**config.mk**
```make
export PLATFORM = sky130hd
export DESIGN_NAME = sample_clk_div
export DESIGN_NICKNAME = d
export VERILOG_FILES = /design/src/rtl/sample_clk_div.sv
export SDC_FILE = /design/constraint.sdc
export NUM_CORES = 1
export LEC_CHECK = 0
export BUFFER_PORTS_ARGS = -buffer_cell sky130_fd_sc_hd__buf_4
export CAP_MARGIN = 5
export CORE_MARGIN = 3
export CORE_UTILIZATION = 50
export DETAILED_ROUTE_END_ITERATION = 16
export GPL_TIMING_DRIVEN = 0
export PLACE_DENSITY = 0.76
export SYNTH_ARGS = -nofsm -noshare
export SYNTH_HDL_FRONTEND = slang
export SYNTH_SLANG_ARGS = --single-unit
```
**constraint.sdc**
```tcl
create_clock -name clk -period 3.7 [get_ports clk]
set_input_delay 0.74 -clock clk [delete_from_list [all_inputs] [get_ports clk]]
set_output_delay 0.74 -clock clk [all_outputs]
set_load 0.05 [all_outputs]
```
**src/rtl/sample_clk_div.sv**
```systemverilog
// Multi-channel sample-clock divider with shadowed divisor updates.
// A new divisor is applied only at a full-period boundary, in bypass, or on a sync strobe.
module sample_clk_div #(
  parameter int          NCH       = 2,
  parameter int          WIDTH     = 16,
  parameter int unsigned RESET_DIV = 0
) (
  input  logic                 clk,
  input  logic                 rst,
  input  logic                 cfg_valid,
  output logic                 cfg_ready,
  input  logic [NCH*WIDTH-1:0] cfg_div,
  input  logic                 sync,
  output logic [NCH-1:0]       div_clk,
  output logic [NCH-1:0]       ce,
  output logic [NCH-1:0]       pending
);

  localparam logic [WIDTH-1:0] ONE      = WIDTH'(1);
  localparam logic [WIDTH-1:0] RST_DIV  = WIDTH'(RESET_DIV);

  logic accept;

  assign cfg_ready = !rst && (pending == '0);
  assign accept    = cfg_valid && cfg_ready;

  for (genvar i = 0; i < NCH; i++) begin : g_ch
    logic [WIDTH-1:0] act;
    logic [WIDTH-1:0] shd;
    logic [WIDTH-1:0] cnt;
    logic [WIDTH-1:0] fld;
    logic             lvl;
    logic             ce_r;
    logic             pend;

    assign fld = cfg_div[i*WIDTH +: WIDTH];

    always_ff @(posedge clk) begin
      if (rst) begin
        act  <= RST_DIV;
        shd  <= RST_DIV;
        cnt  <= '0;
        lvl  <= 1'b1;
        ce_r <= 1'b0;
        pend <= 1'b0;
      end else begin
        if (sync) begin
          // Realign: every channel restarts its high phase this cycle.
          if (pend) begin
            act  <= shd;
            pend <= 1'b0;
          end
          cnt  <= '0;
          lvl  <= 1'b1;
          ce_r <= 1'b1;
        end else if (act == '0) begin
          if (pend) begin
            act  <= shd;
            pend <= 1'b0;
          end
          cnt  <= '0;
          lvl  <= 1'b1;
          ce_r <= 1'b1;
        end else if (cnt == act - ONE) begin
          cnt <= '0;
          if (!lvl) begin
            // Rising edge is the only point where a new divisor may take over.
            lvl  <= 1'b1;
            ce_r <= 1'b1;
            if (pend) begin
              act  <= shd;
              pend <= 1'b0;
            end
          end else begin
            lvl  <= 1'b0;
            ce_r <= 1'b0;
          end
        end else begin
          cnt  <= cnt + ONE;
          ce_r <= 1'b0;
        end

        // Acceptance only happens with nothing pending, so it never collides with an apply.
        if (accept) begin
          shd  <= fld;
          pend <= 1'b1;
        end
      end
    end

    assign div_clk[i] = lvl;
    assign ce[i]      = ce_r;
    assign pending[i] = pend;
  end

endmodule
```
==> metrics.md, run 1 <==
| Metric | Value |
|---|---|
| Worst reg-to-reg path cell count | 11 |
| Clock buffer count from CTS | 9 |
| CTS H-tree depth | 3 |
| Cell Pwr Density | 342 nW/um^2 |
| Number of vias per cell | approximately 5.4 |
| Leakage power | about 2.3 nW |
| Worst-path clk slew | 0.10 ns |
| Type of the worst setup path | register to register |
| Later-pin clock latency in the skew report | approximately 0.37 ns |
| Flop and latch count out of synthesis | 102 |
| Reported net switching power | 0.581 mW |
| Mean area per synthesized cell | 8.36 um^2 |
| Mapped Cells | 654 |
| Clock network power share | about a third |
| Layout fillers | roughly 940 |
| Routed length per instance | 14.6 um |
| Clock tree from TritonCTS | built |
| Initial drt markers | just under 400 |
| Endpoint arrival time on the critical path | about 3.7 ns |
| Critical path fanouts, max | 10 |
| Post-detailed-routing wire length | ~12 mm |
| Overall Global Routing Usage | approximately 20% |
| Gpl congestion | a little over 0.9 |
| Worst clock skew | 0.0140 ns |
| Worst Hold Margin | 0.463 ns |
| Min-delay worst type | register to register |
| Hold-fix buffers at CTS | 0 |
| Proportion of layout cells with a drive suffix above 1 | between 10% and 20% |
| Total internal power | around 1.5 mW |
| Count of endpoints failing setup in the final report | 0 |
| Clock buffer depth | 2 |
| Actual slew at the worst max-slew pin | about 0.8 ns |
| Final non-filler cell total | around 850 |
| CP Capture Type | register |
| Wire length of the first global-routing pass | 20.9 mm |
| Congestion Overflow GR | 0 |
| Library cell used as clock root buffer | sky130_fd_sc_hd__clkbuf_8 |
| Row count | 37 |
| CP startpoint kind | register |
| Antenna Nets Post-Route | 0 |
| Mapped cell area | between 5000 and 6000 um^2 |
| Critical Path Sink | g_ch[0].act[9] |
| Sinks on Clock Net | 102 |
| Headroom to the max-slew limit | between 40 and 50% |
| Standard cell core area | around 10000 um^2 |
| Syn Nets | just under 700 |
| Most common flop cell mapped by yosys | sky130_fd_sc_hd__dfxtp_1 |
| Result of the run | finished, final reports clean |
| Maximum clock frequency | 294 MHz |
| Die Area | about 12000 um^2 |
| Count of inserted antenna diode cells | 0 |
| Floorplan die width | between 100 and 150 um |
| Final-report hold violation count | 0 |
| Post-Place Cells | about 830 |
| Vias after detailed routing | ~4600 |
| Sequential Power Share | between 50 and 60% |
| DRT Pass-1 Iters | 4 |
| Worst R2R Setup Slack | between 0.2 and 0.3 ns |
| Antenna violations before repair | 0 |
| Worst setup startpoint | g_ch[0].act[0] |
| Crit path required time | roughly 4 ns |
| Number of synthesized flops with an enable pin | 0 |
| Distinct cells, synth | 63 |
| Min Tclk post-route | around 3.4 ns |
| Setup repair after global routing missed its margin | no |
| Yosys warnings | 0 |
| Leading cell types in the layout, fill and taps excluded | 102 x sky130_fd_sc_hd__dfxtp_1, 86 x sky130_fd_sc_hd__nand2_1, 65 x sky130_fd_sc_hd__nand2b_1 |
| Switching power share of the total | between 20% and 30% |
| Die Height | 111 um |
| Fraction of the cycle the final worst path needs | 92.1% |
| Max Slew Vio Count | 0 |
| Number of ports placed on the die boundary | 43 |
| Number of global-route vias before repair | between 4000 and 5000 |
| Largest net degree at the start of global routing | 18 |
| Startpoint of the worst-slack reg-to-reg timing path | g_ch[0].act[0] |
| Logic gate share of total power | 14.1% |
| IR Drop Worst-Case VDD | about 0.25 mV |
| Layout overhead on the synthesized area | 13.1% |
| Share of synthesized area occupied by flip-flops and latches | between 30% and 40% |
| Effective utilization at floorplan | between 50% and 60% |
| FFs w/ async S/R, synth | 0% |
| Commonest non-fill, non-tap cell in the layout | sky130_fd_sc_hd__dfxtp_1 |
| Count of maximum capacitance violations | 0 |
| Remaining design rule violation count | 0 |
| R2r endpoint | g_ch[0].act[9] |
| DPL Wire Length | approximately 9.5 mm |
| Input/output buffers | 42 |
| Layout net count | 750 |
## sequential cells by signal, indices dropped and copies added (netlist names)
signal,flops
g_ch.act,32
g_ch.cnt,32
g_ch.shd,32
g_ch.ce_r,2
g_ch.lvl,2
g_ch.pend,2
## layout make-up
class | instances | area [um^2] | share of cell area, %
clock inverter | 5 | 40.0 | 0.648
multi-input combinational | 496 | 3190 | 51.7
timing repair buffer | 45 | 338 | 5.47
buffer | 41 | 199 | 3.22
inverter | 15 | 56.3 | 0.911
sequential | 102 | 2040 | 33.0
tap | 136 | 170 | 2.75
clock buffer | 11 | 141 | 2.29
## kinds of logic (layout without fill, tap and decap cells)
| family | count (synthesis) | count (layout) | share of synthesized area, % |
|---|---|---|---|
| simple gates | 306 | 306 | 29.6 |
| mux | 35 | 35 | 6.43 |
| compound gates | 86 | 86 | 10.6 |
| xor+xnor | 65 | 65 | 10.4 |
| buf+inv | 56 | 117 | 4.67 |
| fa+ha+maj | 4 | 4 | 0.916 |
| flops | 102 | 102 | 37.4 |
## power by group through the flow
stage / Sequential [mW] / Clock (mW) / Combinational (mW)
2_1_floorplan: 1.16 / 0 / 0.212
3_3_place_gp: 1.17 / 0 / 0.284
3_5_place_dp: 1.17 / 0 / 0.292
4_1_cts: 1.14 / 0.677 / 0.295
5_1_grt: 1.15 / 0.722 / 0.327
6_report: 1.15 / 0.669 / 0.298
## through the flow
| stage | setup TNS [ns] | power, mW | util, % | area (um^2) | setup slack (ns) |
|---|---|---|---|---|---|
| 5_1_grt | 0 | 2.20 | 59.1 | 6180 | 0.0485 |
| 2_1_floorplan | 0 | 1.38 | - | 5470 | 0.538 |
| 4_1_cts | 0 | 2.12 | 58.8 | 6150 | 0.0581 |
| 6_report | 0 | 2.11 | 59.1 | 6180 | 0.293 |
| 3_3_place_gp | 0 | 1.45 | 56.9 | 5950 | 0.0764 |
| 3_5_place_dp | -0.870 | 1.46 | 56.9 | 5950 | -0.100 |
## how the worst min path moves through the flow
stage	start	slack [ns]	cells after the start	to
2_1_floorplan	g_ch[0].shd[0]	0.44	2	g_ch[0].shd[0]
3_5_place_dp	g_ch[0].shd[1]	0.45	2	g_ch[0].shd[1]
3_3_place_gp	g_ch[1].shd[1]	0.44	2	g_ch[1].shd[1]
5_1_grt	g_ch[0].shd[9]	0.48	2	g_ch[0].shd[9]
4_1_cts	g_ch[1].shd[14]	0.46	2	g_ch[1].shd[14]
6_report	g_ch[1].shd[4]	0.46	2	g_ch[1].shd[4]
## what timing repair did
action,in CTS,in global routing
endpoints found under the setup margin,22,29
hold endpoints to repair,0,0
pin swaps,1,1
gates resized for setup,1,3
buffers inserted,1,2
## cells in the mapped netlist, types with 3 or more instances
library cell / n / area, um^2
sky130_fd_sc_hd__dfxtp_1: 102 / 2040
sky130_fd_sc_hd__nand2_1: 86 / 323
sky130_fd_sc_hd__nand2b_1: 65 / 407
sky130_fd_sc_hd__nor2_1: 52 / 195
sky130_fd_sc_hd__a21oi_1: 38 / 190
sky130_fd_sc_hd__mux2i_1: 34 / 340
sky130_fd_sc_hd__xor2_1: 33 / 289
sky130_fd_sc_hd__xnor2_1: 32 / 280
sky130_fd_sc_hd__clkbuf_1: 28 / 105
sky130_fd_sc_hd__nand3_1: 25 / 125
sky130_fd_sc_hd__inv_1: 15 / 56.3
sky130_fd_sc_hd__o21ai_0: 12 / 60.1
sky130_fd_sc_hd__nand4_1: 11 / 68.8
sky130_fd_sc_hd__nor4_1: 10 / 62.6
sky130_fd_sc_hd__and3_1: 8 / 50.1
sky130_fd_sc_hd__or3_1: 8 / 50.1
sky130_fd_sc_hd__buf_4: 7 / 52.6
sky130_fd_sc_hd__nor3_1: 7 / 35.0
sky130_fd_sc_hd__or4_1: 7 / 52.6
sky130_fd_sc_hd__a31oi_1: 5 / 31.3
sky130_fd_sc_hd__ha_1: 4 / 50.1
sky130_fd_sc_hd__a211oi_1: 3 / 22.5
sky130_fd_sc_hd__and2_1: 3 / 18.8
sky130_fd_sc_hd__and4_1: 3 / 26.3
sky130_fd_sc_hd__buf_2: 3 / 15.0
sky130_fd_sc_hd__nor2b_1: 3 / 18.8
## critical path, stage by stage (launching register included)
cell and delay, ns:
sky130_fd_sc_hd__dfxtp_1 0.31, sky130_fd_sc_hd__clkbuf_1 0.20, sky130_fd_sc_hd__inv_1 0.10, sky130_fd_sc_hd__ha_1 0.31
sky130_fd_sc_hd__or4b_2 0.67, sky130_fd_sc_hd__nor4_4 0.25, sky130_fd_sc_hd__xnor2_1 0.13, sky130_fd_sc_hd__nor4_1 0.29
sky130_fd_sc_hd__nand4_1 0.19, sky130_fd_sc_hd__o41ai_4 0.43, sky130_fd_sc_hd__buf_6 0.22, sky130_fd_sc_hd__mux2i_1 0.22
## routing by layer
layer / wire, um / track usage [%] / share of wire (%) / up-vias
li1: - / - / - / 2345
met1: 6230 / 28.7 / 50 / 2129
met2: 5470 / 32.2 / 44 / 80
met3: 527 / 2.74 / 4.3 / 13
met4: 170 / 6.81 / 1.4 / 0
met5: 0 / 0 / 0 / -
(Power assumes the default switching activity.)
==> run 2, diff against run 1 <==
Settings changed: CELL_PAD_IN_SITES_DETAIL_PLACEMENT set to 0, CELL_PAD_IN_SITES_GLOBAL_PLACEMENT set to 2, CORE_UTILIZATION 50 to 37, PLACE_DENSITY 0.76 to 0.88.
==> metrics.md, run 2 (synthesized netlist as in run 1, its figures left out) <==
| Metric | Value |
|---|---|
| Result of the run | finished, final reports clean |
| Total placed instance area | 6010 um^2 (+0.93%) |
| Worst Hold Margin | 0.457 ns (-0.00630 ns) |
| Worst reg-to-reg path cell count | 11 (unchanged) |
| Overall Global Routing Usage | 16.0% (-4.4 points) |
| Cell Pwr Density | 382 nW/um^2 (+12%) |
| Die Area | 16300 um^2 (+33%) |
| Number of vias per cell | 5.10 (-5.0%) |
| Die Height | 128 um (+15%) |
| Fraction of the cycle the final worst path needs | 93.2% (+1.1 points) |
| Max Slew Vio Count | 0 (unchanged) |
| Type of the worst setup path | register to register |
| Remaining design rule violation count | 0 (unchanged) |
| CP Capture Type | register |
| Startpoint of the worst-slack reg-to-reg timing path | g_ch[0].act[0] |
| Leakage power | 2.38 nW (+2.1%) |
| Effective utilization at floorplan | 38.6% (-14 points) |
| Number of global-route vias before repair | 4373 (-2.3%) |
| List of cells traversed by the critical path | clkbuf_1 -> inv_1 -> ha_1 -> or4b_2 -> nor4_4 -> xnor2_1 -> nor4_1 -> nand4_1 -> o41ai_4 -> buf_6 -> mux2i_1 |
| Post-detailed-routing wire length | 12.6 mm (+1.8%) |
| Count of maximum capacitance violations | 0 (unchanged) |
| Clock buffer depth | 2 (unchanged) |
| Initial drt markers | 220 (-43%) |
| Row count | 43 (+16%) |
| Sinks on Clock Net | 102 (unchanged) |
| IR Drop Worst-Case VDD | 0.228 mV (-9.9%) |
| Layout fillers | 1429 (+53%) |
| Worst-path clk slew | 0.07 ns (-0.03 ns) |
| Gpl congestion | 0.880 (-3.2%) |
| Worst clock skew | 0.00768 ns (-0.00635 ns) |
| Count of inserted antenna diode cells | 0 (unchanged) |
| Number of ports placed on the die boundary | 43 (unchanged) |
| Worst setup startpoint | g_ch[0].act[0] |
| Register Area | 2040 um^2 (unchanged) |
| Leading cell types in the layout, fill and taps excluded | 102 x sky130_fd_sc_hd__dfxtp_1, 86 x sky130_fd_sc_hd__nand2_1, 65 x sky130_fd_sc_hd__nand2b_1 |
| Clock tree from TritonCTS | built |
| Layout overhead on the synthesized area | 16.4% |
| CTS H-tree depth | 3 (unchanged) |
| Input/output buffers | 42 (unchanged) |
| DRT Pass-1 Iters | 4 (unchanged) |
| Area used by multi-input combinational logic | 3190 um^2 (unchanged) |
| Later-pin clock latency in the skew report | 0.35 ns (-0.02 ns) |
| Crit-path leading delay family | simple AND/OR/NAND/NOR gates |
| R2r endpoint | g_ch[0].act[14] |
| Worst R2R Setup Slack | 0.25 ns (-0.04 ns) |
| Min-delay worst type | register to register |
| Routed length per instance | 14.1 um (-3.2%) |
| Wire length on met1 | 6.61 mm (+6.1%) |
| Hold wc startpoint | g_ch[0].shd[10] |
| Endpoint arrival time on the critical path | 3.73 ns (+0.03 ns) |
| Library cell used as clock root buffer | sky130_fd_sc_hd__clkbuf_16 |
| Accumulated negative setup slack | 0 ns (unchanged) |
| Post-route cell area | 6360 um^2 (+2.9%) |
| Hold-fix buffers at CTS | 0 (unchanged) |
| Count of endpoints failing setup in the final report | 0 (unchanged) |
| Maximum clock frequency | 290 MHz (-1.2%) |
| Commonest non-fill, non-tap cell in the layout | sky130_fd_sc_hd__dfxtp_1 |
| Headroom to the max-slew limit | 44.1% (-2.9 points) |
| Antenna Nets Post-Route | 0 (unchanged) |
| Antenna violations before repair | 0 (unchanged) |
| Floorplan die width | 128 um (+15%) |
| Critical Path Slowest Stage Cell | sky130_fd_sc_hd__or4b_2 |
| Met2 Routed Length | 5.34 mm (-2.3%) |
| Setup repair after global routing missed its margin | no |
| DPL Wire Length | 9.70 mm (+2.0%) |
| Wire length of the first global-routing pass | 21.3 mm (+1.8%) |
| Highest routed layer | met4 |
| Largest net degree at the start of global routing | 18 (unchanged) |
| Actual slew at the worst max-slew pin | 0.832 ns (+0.0434 ns) |
| Buffering stage count on the worst path with inverters included | 3 (unchanged) |
| Delay contributed by the slowest stage of the critical path | 0.65 ns (-0.02 ns) |
| Proportion of layout cells with a drive suffix above 1 | 12.3% (unchanged) |
| Clock buffer count from CTS | 9 (unchanged) |
| Registers with the highest flip-flop counts | g_ch.act: 32 flops, g_ch.cnt: 32 flops, g_ch.shd: 32 flops |
| Standard cell core area | 14100 um^2 (+35%) |
| Hold Path Depth | 2 (unchanged) |
| CP startpoint kind | register |
| Final-report hold violation count | 0 (unchanged) |
| Critical path fanouts, max | 10 (unchanged) |
| Hold Path End | g_ch[0].shd[10] |
| Congestion Overflow GR | 0 (unchanged) |
| Crit path required time | 3.98 ns (about the same) |
| Layout net count | 750 (unchanged) |
| Vias after detailed routing | 4565 (-0.044%) |
| Min Tclk post-route | 3.45 ns (+0.0413 ns) |
| Met3 routed WL | 436 um (-17%) |
## run 2: timing repair
item	4_1_cts	5_1_grt
gates cloned	0	0
setup buffers	1	2
resized for setup	1	3
pin swaps	1	1
endpoints found under the setup margin	22	30
## run 2: how the worst max path moves through the flow
stage,end,slack [ns],cells after the start
2_1_floorplan,g_ch[0].act[10],0.54,11
3_3_place_gp,g_ch[0].act[9],0.02,11
3_5_place_dp,g_ch[1].act[6],-0.03,11
4_1_cts,g_ch[1].cnt[14],0.05,9
5_1_grt,g_ch[0].act[11],0.05,11
6_report,g_ch[0].act[14],0.25,11
## run 2: area by class of cell
class | instances | share of cell area (%)
clock buffers | 11 | 3.82
inverters | 15 | 0.885
multi-input cells | 496 | 50.2
plain buffers | 41 | 3.13
flip-flops and latches | 102 | 32.1
repair buffers | 45 | 5.31
clock inverters | 5 | 1.02
well taps | 180 | 3.54
## run 2: worst min-delay path: cells and delay by family (launching register included)
kind             cells  cell delay (ns)
flip-flops           1             0.31
AND/OR/NAND/NOR      1             0.05
AO/OA/AOI/OAI        1             0.05
## run 2: per-stage QoR
stage,setup WS [ns],utilization [%],total power [mW],instances
after floorplan,0.538,-,1.38,654
after global placement,0.0204,42.4,1.46,876
after detailed placement,-0.0284,42.4,1.46,876
after CTS,0.0484,44.7,2.46,893
after global routing,0.0503,45.0,2.53,895
final,0.252,45.0,2.43,895
## run 2: routing by layer
layer | GRT usage, % | vias to the layer above
met2 | 24.5 | 87
met4 | 5.93 | 0
met5 | 0 | -
met1 | 23.0 | 2109
met3 | 2.22 | 13
li1 | - | 2356
## run 2: power by group
part	internal, mW	switching, mW	leakage [nW]
Combinational	0.137	0.158	1.41
Clock	0.551	0.437	0.144
Sequential	1.12	0.0223	0.826
Total	1.81	0.618	2.38
